<file path="config.mk">
export PLATFORM = sky130hd
export DESIGN_NAME = prog_divider_chain
export DESIGN_NICKNAME = d
export VERILOG_FILES = /design/src/rtl/prog_divider_chain.sv
export SDC_FILE = /design/constraint.sdc
export NUM_CORES = 1
export LEC_CHECK = 0
export BUFFER_PORTS_ARGS = -buffer_cell sky130_fd_sc_hd__buf_2
export CORE_ASPECT_RATIO = 1.2
export CORE_MARGIN = 2
export CORE_UTILIZATION = 55
export DETAILED_ROUTE_END_ITERATION = 8
export MAX_ROUTING_LAYER = met4
export PLACE_DENSITY = 0.71
export SYNTH_ARGS = -nofsm -noshare
export SYNTH_HDL_FRONTEND = slang
export SYNTH_SLANG_ARGS = --single-unit
</file>
<file path="constraint.sdc">
create_clock -name clk -period 3.11 [get_ports clk]
set_input_delay 0 -clock clk [delete_from_list [all_inputs] [get_ports clk]]
set_output_delay 0 -clock clk [all_outputs]
set_load 0.02 [all_outputs]
</file>
<file path="src/rtl/prog_divider_chain.sv">
// Multi-channel programmable clock-enable divider with optional cascade between
// neighbouring channels and glitch-free ratio updates applied at terminal count.
module prog_divider_chain #(
  parameter int unsigned WIDTH    = 8,
  parameter int unsigned CHANNELS = 4,
  parameter int unsigned DIV_INIT = 1,
  parameter int unsigned CNT_W    = 32,
  localparam int unsigned CH_W    = (CHANNELS > 1) ? $clog2(CHANNELS) : 1
) (
  input  logic                clk,
  input  logic                rst_n,
  input  logic                en,
  input  logic [CHANNELS-1:0] casc,
  input  logic                cfg_valid,
  input  logic [CH_W-1:0]     cfg_ch,
  input  logic [WIDTH-1:0]    cfg_div,
  output logic                cfg_ready,
  output logic [CHANNELS-1:0] tick,
  output logic [CHANNELS-1:0] div_out,
  output logic [CNT_W-1:0]    cycles
);

  logic [WIDTH-1:0]    cnt [CHANNELS];
  logic [WIDTH-1:0]    div [CHANNELS];
  logic [WIDTH-1:0]    shd [CHANNELS];
  logic [CHANNELS-1:0] pend;
  logic [CHANNELS-1:0] ev;
  logic [CHANNELS-1:0] term;

  // Terminal counts ripple combinationally so a whole cascade fires in one cycle.
  always_comb begin
    logic prev;
    prev = 1'b0;
    ev   = '0;
    term = '0;
    for (int unsigned k = 0; k < CHANNELS; k++) begin
      ev[k]   = en && ((k == 0) || !casc[k] || prev);
      term[k] = ev[k] && (cnt[k] == div[k]);
      prev    = term[k];
    end
  end

  // Out-of-range channel selects match nothing and are therefore always ready.
  always_comb begin
    cfg_ready = 1'b1;
    for (int unsigned k = 0; k < CHANNELS; k++) begin
      if (cfg_ch == CH_W'(k)) cfg_ready = !pend[k];
    end
  end

  always_ff @(posedge clk) begin
    if (!rst_n) begin
      for (int unsigned k = 0; k < CHANNELS; k++) begin
        cnt[k] <= '0;
        div[k] <= WIDTH'(DIV_INIT);
        shd[k] <= WIDTH'(DIV_INIT);
      end
      pend    <= '0;
      tick    <= '0;
      div_out <= '0;
      cycles  <= '0;
    end else begin
      tick    <= term;
      div_out <= div_out ^ term;
      if (en) cycles <= cycles + CNT_W'(1);
      for (int unsigned k = 0; k < CHANNELS; k++) begin
        if (ev[k]) cnt[k] <= term[k] ? '0 : cnt[k] + WIDTH'(1);
        if (term[k] && pend[k]) begin
          div[k]  <= shd[k];
          pend[k] <= 1'b0;
        end
        // Accept only happens with pend clear, so it never races a shadow load.
        if (cfg_valid && cfg_ready && (cfg_ch == CH_W'(k))) begin
          shd[k]  <= cfg_div;
          pend[k] <= 1'b1;
        end
      end
    end
  end

endmodule

</file>
Yosys cells after proc, flatten, opt, wreduce, memory -nomap -nowiden
Memory sizes are Yosys's and may differ from the RTL's.
Cells that the tools add are included.
- memory bits (read-only): 0
- memory bits (writable): 96
- bits in latches: 0
- register bits after elaboration: 44
- memories: 3
- logic and storage cells: 131
- output and inout port bits: 41
- bits of input ports: 18
- memories (memory ; depth ; width ; rd ports ; clocked after memory_dff ; write ports ; line ; source):
    cnt ; 4 ; 8 ; 4 ; 0 ; 4 ; 23 ; logic [WIDTH-1:0] cnt [CHANNELS];
    div ; 4 ; 8 ; 4 ; 0 ; 4 ; 24 ; logic [WIDTH-1:0] div [CHANNELS];
    shd ; 4 ; 8 ; 4 ; 0 ; 4 ; 25 ; logic [WIDTH-1:0] shd [CHANNELS];
- multiplexer cells: 65
- equality and inequality tests: 7
- reductions and logical operators: 31
- shifts and indexed selects: 0
- $add $sub $neg: 5
- multiply operators: 0
- magnitude comparators: 0
- bitwise operators: 13
- divide/modulo/power cells: 0
- operators with widths (operator ; number):
    $mux W8 ; 16
    $mux W1 ; 49
    $add A32 B1 Y32 const B ; 1
    $add A8 B1 Y8 const B ; 4
    $eq A8 B8 Y1 ; 4
    $logic_and A1 B1 Y1 ; 16
    $or A1 B1 Y1 ; 12
    $reduce_bool A2 Y1 ; 4
    $logic_not A1 Y1 ; 7
    $eq A2 B2 Y1 const B ; 2
    $xor A4 B4 Y4 ; 1
    $logic_or A1 B1 Y1 ; 3
    $eq A2 B1 Y1 const B ; 1
    $logic_not A2 Y1 ; 1

Logic depth before layout (Yosys ltp)
Gate-level depths: netlist of the first run.
- depth in word-level cells: 16
- gate-level depth with buffers: 7
- gate-level depth less buffers: 6

Least setup slack after synthesis of the first run
No wires, ideal clock.
- kind: flip-flop to flip-flop
- start point: memory cnt[1][2]
- end point: memory div[3][0] (enable)
- arrival time: 2252 ps
- setup slack: 483 ps
- library setup time: 375 ps
- period minus slack after synthesis: 2627 ps
- cell stages (with the launch flop): 8
- required time: 2735 ps
- buffers on the path: 2
- cells stage by stage: edfxtp_1 -> xor2_1 -> nor4_4 -> a21oi_2 -> o31a_1 -> buf_6 -> buf_6 -> o31ai_2
- RTL lines (element ; line):
    start: declaration ; 23
    end: declaration ; 24

==> results of run 1 <==
-- worst min path at each step --
stage | start | end | slack, ps | cells after the start
3_5_place_dp | cfg_div[0] | shd[2][0]$_SDFFCE_PN1P_ | 350 | 2
5_1_grt | cfg_ch[1] | pend[2]$_SDFFE_PN0P_ | 50 | 3
4_1_cts | cfg_ch[1] | pend[2]$_SDFFE_PN0P_ | 4 | 3
3_3_place_gp | cfg_div[0] | shd[1][0]$_SDFFCE_PN1P_ | 340 | 2
6_report | cfg_ch[1] | pend[2]$_SDFFE_PN0P_ | 20 | 3
2_1_floorplan | cfg_div[0] | shd[0][0]$_SDFFCE_PN1P_ | 180 | 1
-- flip-flops by register name, summed over array words and instances (netlist names) --
register	flops
div	32
cnt	32
cycles	32
div_out	4
pend	4
shd	32
tick	4
-- synthesized netlist by cell type (all sizes together), types with 3 or more instances --
| library cell | count | share of area |
|---|---|---|
| edfxtp | 96 | 0.45 |
| xnor2 | 32 | 0.043 |
| nor4 | 10 | 0.017 |
| a21oi | 6 | 0.0052 |
| o31ai | 6 | 0.0077 |
| o21ai | 5 | 0.0039 |
| nand3 | 32 | 0.025 |
| nor2 | 59 | 0.034 |
| xor2 | 55 | 0.074 |
| dfxtp | 44 | 0.14 |
| nand2 | 32 | 0.019 |
| nand2b | 8 | 0.0077 |
| clkbuf | 13 | 0.0075 |
| and2 | 52 | 0.050 |
| nor4b | 10 | 0.023 |
| ha | 5 | 0.0097 |
| inv | 12 | 0.0070 |
| buf | 3 | 0.0041 |
| nand4 | 17 | 0.016 |
| or3 | 7 | 0.0068 |
| nor3 | 21 | 0.016 |
| and3 | 12 | 0.012 |
-- kinds of logic after synthesis --
| family | after synthesis | synth area share |
|---|---|---|
| compound gates | 28 | 0.0305 |
| simple gates | 268 | 0.236 |
| mux | 3 | 0.00657 |
| fa+ha+maj | 5 | 0.00966 |
| flops | 140 | 0.581 |
| buf+inv | 28 | 0.0185 |
| xor+xnor | 87 | 0.118 |
-- per-stage QoR --
stage                     worst slack, ps  std cells  hold slack [ps]  area, sq um
after global placement                472        771              340         6990
final                                 358        811             17.4         7650
after detailed placement              442        771              351         6990
after CTS                             408        811             3.77         7650
after floorplan                       483        559              178         6480
after global routing                  227        811             50.5         7650
-- per-layer routing --
layer / up-vias / track usage / routed length [um]
met5: - / - / 0
met4: 0 / 0.0757 / 259
met3: 25 / 0.0507 / 598
met2: 128 / 0.378 / 6810
met1: 2143 / 0.287 / 5680
li1: 2148 / - / -
-- power groups by stage --
stage	sequential (mW)	combinational [mW]	clock, mW
floorplan	2.15	0.167	0
detailed placement	2.16	0.249	0
global placement	2.16	0.241	0
global route	2.13	0.286	2.04
finish	2.12	0.260	1.94
CTS	2.12	0.260	1.96
-- final cells by class --
class,instances,area share
sequential,140,0.492
multi-input combinational,391,0.339
clock buffer,28,0.0732
timing repair buffer,79,0.0615
tap,157,0.0257
inverter,12,0.00589
clock inverter,4,0.00311
-- tightest hold or removal path, cell delays in order --
cell      delay (ps)
buf_2            140
nand3b_1         150
a21oi_1           80
==> results_dict.tcl, run 1 <==
set metrics [dict create \
    seq_area_frac_synth 0.581 \
    grt-ovfl-total 0 \
    fin_crit_sh 0.885 \
    rr_startpoint "cnt[2][5]$_SDFFCE_PP0P_" \
    rr_endpoint "cnt[3][0]$_SDFFCE_PP0P_" \
    die_h_um 123 \
    clock_tree.buffer_depth 2 \
    maxCapViolCount 0 \
    setup_viol 0 \
    cts.sinks 140 \
    synth_edf_count 96 \
    fill_cells 891 \
    crit_arrival_ps 2870 \
    max_slew.worst_pin.slew_ps 1120 \
    clk_pin_slew_ps 60 \
    ant_nets 0 \
    path_cells "xor2_1 > nor4_1 > nand3_1 > o31a_1 > buf_4 > o21ai_1 > buf_4" \
    syn_inst 559 \
    status "complete, no violations" \
    synth_seq_cells 140 \
    area_growth_pct 18.2 \
    critPathBufInv 2 \
    clk_latency_ps 400 \
    path_depth 7 \
    firstDrtPassIters 5 \
    drive_above_1_share 0.185 \
    hold_viol_final 0 \
    final_cell_mix "edfxtp_1, nor2_1, buf_2, xor2_1, and2_1" \
    synth_nets 582 \
    p_comb_frac 0.060 \
    vias 4444 \
    worst_setup_path_end_kind "register" \
    critPathMaxFanout 17 \
    grt_max_degree 35 \
    crit_required_ps 3220 \
    crit_family "simple AND/OR/NAND/NOR gates" \
    p_seq_frac 0.491 \
    yosysWarnings 0 \
    fin_tns_setup_ps 0 \
    fmax_mhz 363 \
    antenna_found_initial 0 \
    gp_congestion 0.823 \
    async_flop_share 0 \
    startpoint "cnt[2][5]$_SDFFCE_PP0P_" \
    cts_hold_buf 8 \
    drt-total-wl_mm 13.3 \
    drc_errors 0 \
    grt_pass1_wl_mm 21.6 \
    die_w_um 103 \
    start_util 0.563 \
    drt-wirelength-per-cell_um 16.5 \
    n_antenna_cell 0 \
    relSlewSlack 0.244 \
    ys_types 44 \
    min_path_type "in -> reg" \
    dr.first_iter.drc_count 275 \
    dp_hpwl_mm 9.32 \
    cpMostUsedCell "buf_4" \
    grt_use_total 0.232 \
    slew_viol_final 0 \
    ff2ff_path_depth 7 \
    fin_skew_ps 9.78 \
    final_common_cell "edfxtp_1" \
    grt_pass1_vias 4434 \
    synthesis.area_sq_um 6480 \
    cts_root_buf "clkbuf_16" \
    cts_tree "built" \
    switching_share 0.215 \
    p_sw_mw 0.928 \
    powerDensity_nw_per_um2 564 \
    io_pins 59 \
    ir_worst_vdd_mv 0.386 \
    synth_flop_cell "edfxtp_1" \
    critPathSlowestCell "nor4_1" \
    dieArea_sq_um 12700 \
    nNetsFinal 664 \
    postCtsSetupBuffers 0 \
    power_leakage_nw 2.90 \
    power_mw 4.32 \
    critPathMaxStageDelay_ps 520 \
    cts_resized 0 \
    cp-start-kind "register" \
    p_int_mw 3.39 \
    rows 43 \
    htree_levels 4 \
    multi_input_area_sq_um 2590 \
    path_class "reg -> reg" \
    cp-endpoint "cnt[3][0]$_SDFFCE_PP0P_" \
    power.share.clock 0.449 \
    cts_buffers 17 \
    regToRegSetupSlack_ps 360 \
    avgSynthCellArea_sq_um 11.6 \
    avgViaCountPerCell 5.48 \
    final-seq-area_sq_um 3760 \
    io_buffers 57 \
    post-route-util 0.665 \
    post-route-min-period_ps 2750 \
    coreArea_sq_um 11500 \
    grt_setup_unrepaired "false" \
]
Note: power is estimated with default switching activity, not from simulation.
==> inputs of run 2 (changes only) <==
==> constraint.sdc (replaced) <==
create_clock -name clk -period 3.11 [get_ports clk]
set_input_delay 0.933 -clock clk [delete_from_list [all_inputs] [get_ports clk]]
set_output_delay 0.933 -clock clk [all_outputs]
set_load 0.02 [all_outputs]
==> run 2 against run 1 <==
- critical path depth unchanged
- largest power group unchanged
- clock power increased by 7%
- register-to-register slack got worse by 70 ps
- critical path type unchanged
==> results_dict.tcl, run 2 (synthesis gave the netlist of run 1 again) <==
set metrics [dict create \
    grt_use_total 0.232 \
    vias 4422 \
    cts.sinks 140 \
    critPathMaxFanout 11 \
    cts_buffers 17 \
    ant_nets 0 \
    clk_latency_ps 420 \
    drt-wirelength-per-cell_um 16.3 \
    grt_setup_unrepaired "false" \
    hold_viol_final 0 \
    clk_pin_slew_ps 60 \
    cts_hold_buf 0 \
    n_antenna_cell 0 \
    start_util 0.563 \
    min_from "div_out[1]$_SDFF_PN0_" \
    gp_congestion 0.806 \
    busiest_layer "met2" \
    drc_errors 0 \
    final_common_cell "edfxtp_1" \
    final_cell_mix "edfxtp_1, nor2_1, buf_2, xor2_1, and2_1" \
    grt_pass1_wl_mm 21.4 \
    relSlewSlack 0.176 \
    use_met2 0.366 \
    fin_skew_ps 9.01 \
    cts_resized 0 \
    min_path_type "reg -> reg" \
    die_h_um 123 \
    path_class "reg -> reg" \
    drt-total-wl_mm 13.1 \
    fmax_mhz 355 \
    htree_levels 4 \
    post-route-min-period_ps 2820 \
    maxCapViolCount 0 \
    grt_pass1_vias 4430 \
    power_leakage_nw 2.89 \
    rows 43 \
    startpoint "cnt[2][1]$_SDFFCE_PP0P_" \
    fin_crit_sh 0.907 \
    final_cells 807 \
    grt_use_met1 0.281 \
    firstDrtPassIters 4 \
    dieArea_sq_um 12700 \
    nNetsFinal 661 \
    io_pins 59 \
    dp_hpwl_mm 9.01 \
    postCtsSetupBuffers 0 \
    fin_tns_setup_ps 0 \
    cts_root_buf "clkbuf_16" \
    crit_arrival_ps 2940 \
    status "complete, no violations" \
    dr.first_iter.drc_count 281 \
    worst_setup_path_end_kind "register" \
    avgViaCountPerCell 5.48 \
    rr_startpoint "cnt[2][1]$_SDFFCE_PP0P_" \
    slew_viol_final 0 \
    cts_tree "built" \
    setup_viol 0 \
    area_growth_pct 17.8 \
    antenna_found_initial 0 \
    drive_above_1_share 0.195 \
    io_buffers 57 \
    grt_use_met3 0.0706 \
    clock_tree.buffer_depth 2 \
    coreArea_sq_um 11500 \
    max_slew.worst_pin.slew_ps 1230 \
    die_w_um 103 \
    powerDensity_nw_per_um2 583 \
    ir_worst_vdd_mv 0.349 \
    dp_cells 776 \
    grt_max_degree 37 \
    grt-ovfl-total 0 \
    crit_required_ps 3230 \
    cp-start-kind "register" \
]
==> run 2: worst max-delay path, cell delays in order (launching register included) <==
cell and delay (ps):
edfxtp_1 470, xor2_1 210, nor4_2 380, nand3_1 270
o31a_1 560, buf_4 270, o21ai_1 150, buf_4 200
==> run 2: cell type report <==
type,instances,area [sq um]
tap,157,196
multi-input combinational,391,2590
clock buffer,19,433
inverter,12,45.0
clock inverter,12,173
sequential,140,3760
fill,881,3880
timing repair buffer,76,428
==> run 2: per-stage QoR <==
stage          setup slack, ps  cell area [sq um]  hold slack [ps]   util  total power, mW
2_1_floorplan              336               6480              471      -             2.32
3_3_place_gp               225               7030              462  0.610             2.40
3_5_place_dp               123               7030              473  0.610             2.41
4_1_cts                    265               7630              483  0.663             4.49
5_1_grt                   31.1               7630              525  0.663             4.60
6_report                   289               7630              479  0.663             4.45
==> run 2: power breakdown <==
| part | total [mW] | internal [mW] | switching [mW] |
|---|---|---|---|
| combinational | 0.252 | 0.0952 | 0.157 |
| clock | 2.07 | 1.33 | 0.744 |
| sequential | 2.12 | 2.06 | 0.0588 |
==> run 2: metal layers <==
metal	up-vias	part of all wire
met3	25	0.059
met2	120	0.50
met4	0	0.017
met1	2136	0.42
met5	-	0
li1	2141	-
==> run 2: path summary, 6_finish.rpt <==
check                            end  depth (start not counted)  slack (ps)
min reg2reg    div_out[1]$_SDFF_PN0_                          2         480
max reg2reg  cnt[3][6]$_SDFFCE_PP0P_                          7         290
min            div_out[1]$_SDFF_PN0_                          2         480
max          cnt[3][6]$_SDFFCE_PP0P_                          7         290
